### config.mk
export PLATFORM = sky130hd
export DESIGN_NAME = aes_inv_round_core
export DESIGN_NICKNAME = d
export VERILOG_FILES = /design/src/rtl/aes_pkg.sv /design/src/rtl/aes_inv_sbox.sv /design/src/rtl/aes_inv_round_core.sv
export SDC_FILE = /design/constraint.sdc
export NUM_CORES = 2
export LEC_CHECK = 0
export BUFFER_PORTS_ARGS = -buffer_cell sky130_fd_sc_hd__buf_4
export CORE_ASPECT_RATIO = 1.75
export CORE_MARGIN = 1.5
export CORE_UTILIZATION = 59
export DETAILED_ROUTE_END_ITERATION = 7
export MAX_ROUTING_LAYER = met4
export PLACE_DENSITY = 0.76
export SLEW_MARGIN = 15
export SYNTH_ARGS = -nofsm -noshare
export SYNTH_HDL_FRONTEND = slang
export SYNTH_SLANG_ARGS = --single-unit
### constraint.sdc
create_clock -name clk -period 7.2 [get_ports clk]
set_input_delay 0.36 -clock clk [delete_from_list [all_inputs] [get_ports clk]]
set_output_delay 0.36 -clock clk [all_outputs]
set_load 0.03 [all_outputs]
### src/rtl/aes_pkg.sv
// Shared AES inverse-cipher definitions: state type, inverse S-box,
// GF(2^8) helpers and the InvShiftRows / InvMixColumns transforms.
package aes_pkg;

    localparam int NB = 4;

    // Byte 0 sits in [127:120]; column c holds bytes 4c..4c+3.
    typedef logic [0:15][7:0] state_t;

    localparam logic [7:0] INV_SBOX [0:255] = '{
        8'h52, 8'h09, 8'h6a, 8'hd5, 8'h30, 8'h36, 8'ha5, 8'h38,
        8'hbf, 8'h40, 8'ha3, 8'h9e, 8'h81, 8'hf3, 8'hd7, 8'hfb,
        8'h7c, 8'he3, 8'h39, 8'h82, 8'h9b, 8'h2f, 8'hff, 8'h87,
        8'h34, 8'h8e, 8'h43, 8'h44, 8'hc4, 8'hde, 8'he9, 8'hcb,
        8'h54, 8'h7b, 8'h94, 8'h32, 8'ha6, 8'hc2, 8'h23, 8'h3d,
        8'hee, 8'h4c, 8'h95, 8'h0b, 8'h42, 8'hfa, 8'hc3, 8'h4e,
        8'h08, 8'h2e, 8'ha1, 8'h66, 8'h28, 8'hd9, 8'h24, 8'hb2,
        8'h76, 8'h5b, 8'ha2, 8'h49, 8'h6d, 8'h8b, 8'hd1, 8'h25,
        8'h72, 8'hf8, 8'hf6, 8'h64, 8'h86, 8'h68, 8'h98, 8'h16,
        8'hd4, 8'ha4, 8'h5c, 8'hcc, 8'h5d, 8'h65, 8'hb6, 8'h92,
        8'h6c, 8'h70, 8'h48, 8'h50, 8'hfd, 8'hed, 8'hb9, 8'hda,
        8'h5e, 8'h15, 8'h46, 8'h57, 8'ha7, 8'h8d, 8'h9d, 8'h84,
        8'h90, 8'hd8, 8'hab, 8'h00, 8'h8c, 8'hbc, 8'hd3, 8'h0a,
        8'hf7, 8'he4, 8'h58, 8'h05, 8'hb8, 8'hb3, 8'h45, 8'h06,
        8'hd0, 8'h2c, 8'h1e, 8'h8f, 8'hca, 8'h3f, 8'h0f, 8'h02,
        8'hc1, 8'haf, 8'hbd, 8'h03, 8'h01, 8'h13, 8'h8a, 8'h6b,
        8'h3a, 8'h91, 8'h11, 8'h41, 8'h4f, 8'h67, 8'hdc, 8'hea,
        8'h97, 8'hf2, 8'hcf, 8'hce, 8'hf0, 8'hb4, 8'he6, 8'h73,
        8'h96, 8'hac, 8'h74, 8'h22, 8'he7, 8'had, 8'h35, 8'h85,
        8'he2, 8'hf9, 8'h37, 8'he8, 8'h1c, 8'h75, 8'hdf, 8'h6e,
        8'h47, 8'hf1, 8'h1a, 8'h71, 8'h1d, 8'h29, 8'hc5, 8'h89,
        8'h6f, 8'hb7, 8'h62, 8'h0e, 8'haa, 8'h18, 8'hbe, 8'h1b,
        8'hfc, 8'h56, 8'h3e, 8'h4b, 8'hc6, 8'hd2, 8'h79, 8'h20,
        8'h9a, 8'hdb, 8'hc0, 8'hfe, 8'h78, 8'hcd, 8'h5a, 8'hf4,
        8'h1f, 8'hdd, 8'ha8, 8'h33, 8'h88, 8'h07, 8'hc7, 8'h31,
        8'hb1, 8'h12, 8'h10, 8'h59, 8'h27, 8'h80, 8'hec, 8'h5f,
        8'h60, 8'h51, 8'h7f, 8'ha9, 8'h19, 8'hb5, 8'h4a, 8'h0d,
        8'h2d, 8'he5, 8'h7a, 8'h9f, 8'h93, 8'hc9, 8'h9c, 8'hef,
        8'ha0, 8'he0, 8'h3b, 8'h4d, 8'hae, 8'h2a, 8'hf5, 8'hb0,
        8'hc8, 8'heb, 8'hbb, 8'h3c, 8'h83, 8'h53, 8'h99, 8'h61,
        8'h17, 8'h2b, 8'h04, 8'h7e, 8'hba, 8'h77, 8'hd6, 8'h26,
        8'he1, 8'h69, 8'h14, 8'h63, 8'h55, 8'h21, 8'h0c, 8'h7d
    };

    function automatic logic [7:0] xtime(input logic [7:0] b);
        return {b[6:0], 1'b0} ^ (b[7] ? 8'h1b : 8'h00);
    endfunction

    // Shift-and-add multiply; constant b folds to a few XORs.
    function automatic logic [7:0] gf_mul(input logic [7:0] a,
                                          input logic [7:0] b);
        logic [7:0] acc;
        logic [7:0] p;
        acc = '0;
        p   = a;
        for (int k = 0; k < 8; k++) begin
            if (b[k]) acc = acc ^ p;
            p = xtime(p);
        end
        return acc;
    endfunction

    // Row r of the result takes column (c - r) mod 4 of the input.
    function automatic state_t inv_shift_rows(input state_t s);
        state_t o;
        for (int c = 0; c < NB; c++) begin
            for (int r = 0; r < 4; r++) begin
                o[4*c+r] = s[4*((c - r + 4) % 4) + r];
            end
        end
        return o;
    endfunction

    function automatic state_t inv_mix_columns(input state_t s);
        state_t o;
        logic [7:0] a0, a1, a2, a3;
        for (int c = 0; c < NB; c++) begin
            a0 = s[4*c];
            a1 = s[4*c+1];
            a2 = s[4*c+2];
            a3 = s[4*c+3];
            o[4*c]   = gf_mul(a0, 8'h0e) ^ gf_mul(a1, 8'h0b)
                     ^ gf_mul(a2, 8'h0d) ^ gf_mul(a3, 8'h09);
            o[4*c+1] = gf_mul(a0, 8'h09) ^ gf_mul(a1, 8'h0e)
                     ^ gf_mul(a2, 8'h0b) ^ gf_mul(a3, 8'h0d);
            o[4*c+2] = gf_mul(a0, 8'h0d) ^ gf_mul(a1, 8'h09)
                     ^ gf_mul(a2, 8'h0e) ^ gf_mul(a3, 8'h0b);
            o[4*c+3] = gf_mul(a0, 8'h0b) ^ gf_mul(a1, 8'h0d)
                     ^ gf_mul(a2, 8'h09) ^ gf_mul(a3, 8'h0e);
        end
        return o;
    endfunction

endpackage

### src/rtl/aes_inv_sbox.sv
// Combinational AES inverse S-box, one byte.
// Ports: value (8-bit byte in), result (8-bit substituted byte).
module aes_inv_sbox
    import aes_pkg::*;
(
    input  logic [7:0] value,
    output logic [7:0] result
);

    assign result = INV_SBOX[value];

endmodule

### src/rtl/aes_inv_round_core.sv
// Iterative AES inverse cipher, one inverse round per clock.
// Ports: clk, rst (async, active-high); in_valid/in_ready/in_block
// ciphertext handshake; rk_idx/rk_data round-key fetch (combinational
// key store); out_valid/out_ready/out_block plaintext handshake; busy.
// Optional: define AES_INV_CORE_ABORT_EN to add the abort input, which
// drops the in-flight block and returns to IDLE.
module aes_inv_round_core
    import aes_pkg::*;
#(
    parameter int NR    = 10,
    parameter int IDX_W = 4
) (
    input  logic             clk,
    input  logic             rst,
    input  logic             in_valid,
    output logic             in_ready,
    input  logic [127:0]     in_block,
    output logic [IDX_W-1:0] rk_idx,
    input  logic [127:0]     rk_data,
    output logic             out_valid,
    input  logic             out_ready,
    output logic [127:0]     out_block,
    output logic             busy
`ifdef AES_INV_CORE_ABORT_EN
    ,
    input  logic             abort
`endif
);

    localparam logic [1:0] S_IDLE = 2'd0;
    localparam logic [1:0] S_RUN  = 2'd1;
    localparam logic [1:0] S_DONE = 2'd2;

    localparam logic [IDX_W-1:0] RK_LAST  = IDX_W'(NR);
    localparam logic [IDX_W-1:0] RK_FIRST = IDX_W'(NR - 1);

    logic [1:0]       fsm;
    state_t           st;
    logic [IDX_W-1:0] rnd;

    state_t shifted;
    state_t subbed;
    state_t t;
    state_t mixed;
    logic   kill;

`ifdef AES_INV_CORE_ABORT_EN
    assign kill = abort;
`else
    assign kill = 1'b0;
`endif

    assign shifted = inv_shift_rows(st);

    for (genvar i = 0; i < 16; i++) begin : g_sbox
        aes_inv_sbox u_sbox (
            .value  (shifted[i]),
            .result (subbed[i])
        );
    end

    // Round output before InvMixColumns; the last round skips it.
    assign t     = subbed ^ rk_data;
    assign mixed = inv_mix_columns(t);

    // Abort also blocks acceptance in IDLE.
    assign in_ready = (fsm == S_IDLE) && !kill;
    assign rk_idx   = (fsm == S_IDLE) ? RK_LAST : rnd;
    assign busy     = (fsm != S_IDLE);

    always_ff @(posedge clk or posedge rst) begin
        if (rst) begin
            fsm       <= S_IDLE;
            st        <= '0;
            rnd       <= '0;
            out_valid <= 1'b0;
            out_block <= '0;
        end else begin
            case (fsm)
                S_IDLE: begin
                    if (in_valid && in_ready) begin
                        st  <= in_block ^ rk_data;
                        rnd <= RK_FIRST;
                        fsm <= S_RUN;
                    end
                end
                S_RUN: begin
                    if (kill) begin
                        fsm       <= S_IDLE;
                        out_valid <= 1'b0;
                        st        <= '0;
                        rnd       <= '0;
                    end else if (rnd != '0) begin
                        st  <= mixed;
                        rnd <= rnd - 1'b1;
                    end else begin
                        out_block <= t;
                        out_valid <= 1'b1;
                        fsm       <= S_DONE;
                    end
                end
                S_DONE: begin
                    if (kill) begin
                        fsm       <= S_IDLE;
                        out_valid <= 1'b0;
                        st        <= '0;
                        rnd       <= '0;
                    end else if (out_ready) begin
                        out_valid <= 1'b0;
                        fsm       <= S_IDLE;
                    end
                end
                default: begin
                    fsm <= S_IDLE;
                end
            endcase
        end
    end

endmodule

==> results.yml, run 1 <==
synthesis:
  synthTopCellsByCount: "nand2_1, o21ai_0, a21oi_1"
  syn_nets: 11250
  ys_async_sr_fraction: 1.000
  synth_edf_count: 0
  syn_area_um2: 78630
  synth_top_flop_cell: "dfrtp_1"
  ys_seq_area_frac: 0.08370
  ys.warnings.count: 0
  synth.distinct_cells: 109
  yosysMostFrequentCell: "nand2_1"
  synthTopCellsByArea: "dfrtp_1, xnor2_1, mux4_2"
  ys_ff_latch: 263
  yosysTopAreaCell: "dfrtp_1"
  synth.avg_cell_area_um2: 7.357
  synth_top_area_frac: 0.08370
  netlist_instances: 10690
placement:
  hpwl_um: 309100
  io_buffers: 394
  globalplace.congestion: 1.286
cts:
  cts_root_buf: "clkbuf_16"
  htree_levels: 2
  cts.sinks: 263
  cts_buffers: 35
  cts_resized: 0
  postCtsSetupBuffers: 0
  clk_path_buf_depth: 3
floorplanning:
  rows: 177
  die_x_um: 279.0
  io_pins: 395
  die_y_um: 485.9
  start_util: 0.5927
outcome:
  status: "did not finish"
  lastStage: "global routing (5_1_grt)"
  error: "[ERROR GRT-0116] Global routing finished with congestion. Check the congestion regions in the DRC Viewer."
grt:
  grt_max_degree: 134
  grt_pass1_vias: 99500
  grt_pass1_wl_um: 668300
  gr-total-overflow: 164
  grt_usage: 0.6689
[routing by layer]
metal  global-route usage  GRT overflow
met4               0.6779            75
met3               0.4058             1
met2               0.8858            88
met5                    -             -
met1               0.6497             0
[cells by family after synthesis]
logic type / synth area share
AOI/OAI and AO/OA: 0.3360
xor gates and xnor gates: 0.1424
adders and majority gates: 0.04742
buffers and inverters: 0.08268
DFF: 0.08370
muxes: 0.08502
and+or+nand+nor: 0.2228
[repair_timing]
| action | 4_1_cts |
|---|---|
| hold buffers | 2 |
| endpoints found under the setup margin | 0 |
| hold endpoints to repair | 41 |
[stage by stage]
step	setup WS, ps	hold WS [ps]	utilization	instances	cell area, um2
2_1_floorplan	1828	446.6	-	10690	78630
3_3_place_gp	1116	464.0	0.6112	11910	81080
3_5_place_dp	1083	474.5	0.6112	11910	81080
4_1_cts	1030	24.18	0.6201	11980	82260
==> run 2: changes to the inputs <==
- CORE_ASPECT_RATIO: 1.75 -> not set
- CORE_UTILIZATION: 59 -> 40
- MAX_ROUTING_LAYER: met4 -> not set
- PLACE_DENSITY: 0.76 -> not set
- PLACE_DENSITY_LB_ADDON: not set -> 0.15
- clock period: 7.2 -> 9.4 ns (I/O delays scaled with it)
==> results.yml, run 2 <==
outcome:
  status: "finished with violations"
  violations: "DRC"
grt:
  gr-total-overflow: 0
  grt_pass1_wl_um: 610200
  grt_max_degree: 132
  grt_pass1_vias: 85390
  grt_usage: 0.3996
  grt_antenna_before_repair: 18
timing:
  setup_viol: 0
  rsz0062_at_grt: "false"
  finalHoldViolations: 0
  setup_ws_ps: 2265
  finalMaxSlewViolations: 0
  slew_headroom: 0.1426
  tns_ps: 0
  fin_crit_ps: 7135
  fin_skew_ps: 45.13
  fmax_ghz: 0.1402
  hold_ws_ps: 63.26
  period_share: 0.7590
  tightest_slew_ps: 1277
cts:
  clk_path_buf_depth: 3
  cts_resized: 0
  postCtsSetupBuffers: 0
  htree_levels: 2
  cts_buffers: 38
  cts_root_buf: "clkbuf_16"
  tritoncts: "yes"
  clk_pin_slew_ps: 60
  insertion_delay_ps: 650
  cts.sinks: 263
critical_path:
  r2r-start: "shifted[32]"
  worst-path-buf-inv: 1
  end_kind: "flop"
  crit_end: "shifted[108]"
  crit_path_start: "shifted[32]"
  crit_required_ps: 9840
  r2r_slack_ps: 2270
  cp-start-kind: "flop"
  cp.depth: 14
  path_max_fanout: 28
  cp_top_family: "XOR/XNOR gates"
  r2r_cells: 14
  crit_chain: "inv_1 > ha_1 > nor2_1 > nor3b_1 > a311oi_1 > o311ai_0 > a211oi_1 > xnor2_1 > xnor2_1 > xnor2_1 > xnor2_1 > xnor2_1 > xnor2_1 > a221oi_1"
  worst_path_most_repeated_cell: "xnor2_1"
  path_class: "flop to flop"
  worstPathArrival_ps: 7580
  critPathSlowestCell: "dfrtp_1"
  max_stage_delay_ps: 1100
  rr_endpoint: "shifted[108]"
floorplanning:
  dieArea_um2: 199200
  die_x_um: 446.4
  die_y_um: 446.4
  io_pins: 395
  rows: 162
  start_util: 0.4028
  core-area_um2: 195200
synthesis:
  ys.warnings.count: 0
  synthTopCellsByArea: "dfrtp_1, xnor2_1, mux4_2"
  yosysMostFrequentCell: "nand2_1"
  yosysTopAreaCell: "dfrtp_1"
  ys_async_sr_fraction: 1.000
  synth.avg_cell_area_um2: 7.357
  synthTopCellsByCount: "nand2_1, o21ai_0, a21oi_1"
  ys_seq_area_frac: 0.08370
  netlist_instances: 10690
  syn_nets: 11250
  synth_top_area_frac: 0.08370
  synth.distinct_cells: 109
  synth_edf_count: 0
  ys_ff_latch: 263
  syn_area_um2: 78630
  synth_top_flop_cell: "dfrtp_1"
placement:
  io_buffers: 394
  globalplace.congestion: 1.068
  hpwl_um: 295900
  place_ws_ps: 2667
finish:
  layout-drive-gt1-share: 0.1331
  finish.utilization: 0.4233
  syn_to_final_growth_pct: 5.079
  nNetsFinal: 10690
  layout_commonest_cell: "nand2_1"
  mostFrequentLayoutCells: "nand2_1, o21ai_0, a21oi_1"
detailed_routing:
  drc: 3
  wire_per_inst_um: 32.90
  drtIter0Drc: 17420
  dr.pass1.iters: 8
  routed_wl_um: 420700
  vias_per_cell: 7.299
  postRouteAntennaNets: 0
  vias: 93340
job:
  drv_cap: 0
min_path:
  hold_path_class: "input port to flop"
## run 2: worst min path at each step
stage                        startpoint             to  cells past startpoint
after floorplan                  rnd[0]         rnd[0]                      1
after global placement    out_block[24]  out_block[24]                      2
after detailed placement  out_block[64]  out_block[64]                      2
after CTS                     out_ready         fsm[1]                      2
after global routing          out_ready         fsm[1]                      2
final                         out_ready         fsm[1]                      2
## run 2: stage by stage
step	cell area, um2	cells
2_1_floorplan	78630	10690
3_3_place_gp	81290	12710
3_5_place_dp	81290	12710
4_1_cts	82600	12780
5_1_grt	82620	12790
6_report	82620	12790
## run 2: timing repair
action	CTS	global route
hold buffers	1	0
hold endpoints to repair	67	0
setup endpoints to repair	0	0
## run 2: cell type report
type / instances / area [um2]
Antenna cell: 6 / 15.01
Fill cell: 20090 / 112600
Clock buffer: 52 / 1115
Inverter: 213 / 809.5
Sequential cell: 263 / 6711
Tap cell: 2624 / 3283
Clock inverter: 17 / 191.4
Multi-Input combinational cell: 8966 / 65610
Timing Repair Buffer: 647 / 4885
## run 2: kinds of logic after synthesis
kind of cell | after synthesis | synth area share
AO/OA/AOI/OAI | 3726 | 0.3360
XOR/XNOR | 1091 | 0.1424
adder cells (fa/ha/maj) | 298 | 0.04742
buffers and inverters | 1459 | 0.08268
flip-flops | 263 | 0.08370
multiplexers | 437 | 0.08502
AND/OR/NAND/NOR | 3414 | 0.2228
## run 2: per-layer routing
metal | up-vias | wire, um | GRT usage | share of wire
met1 | 44890 | 160000 | 0.5238 | 0.38
met4 | 6 | 31950 | 0.2405 | 0.076
met2 | 7761 | 179300 | 0.5978 | 0.43
li1 | 39180 | - | - | -
met5 | - | 41 | 0 | 0.000097
met3 | 1503 | 49460 | 0.08621 | 0.12
Power of run 2 is not shown: default switching activity piles up to over one toggle a cycle in this logic, so the estimate is an artifact.
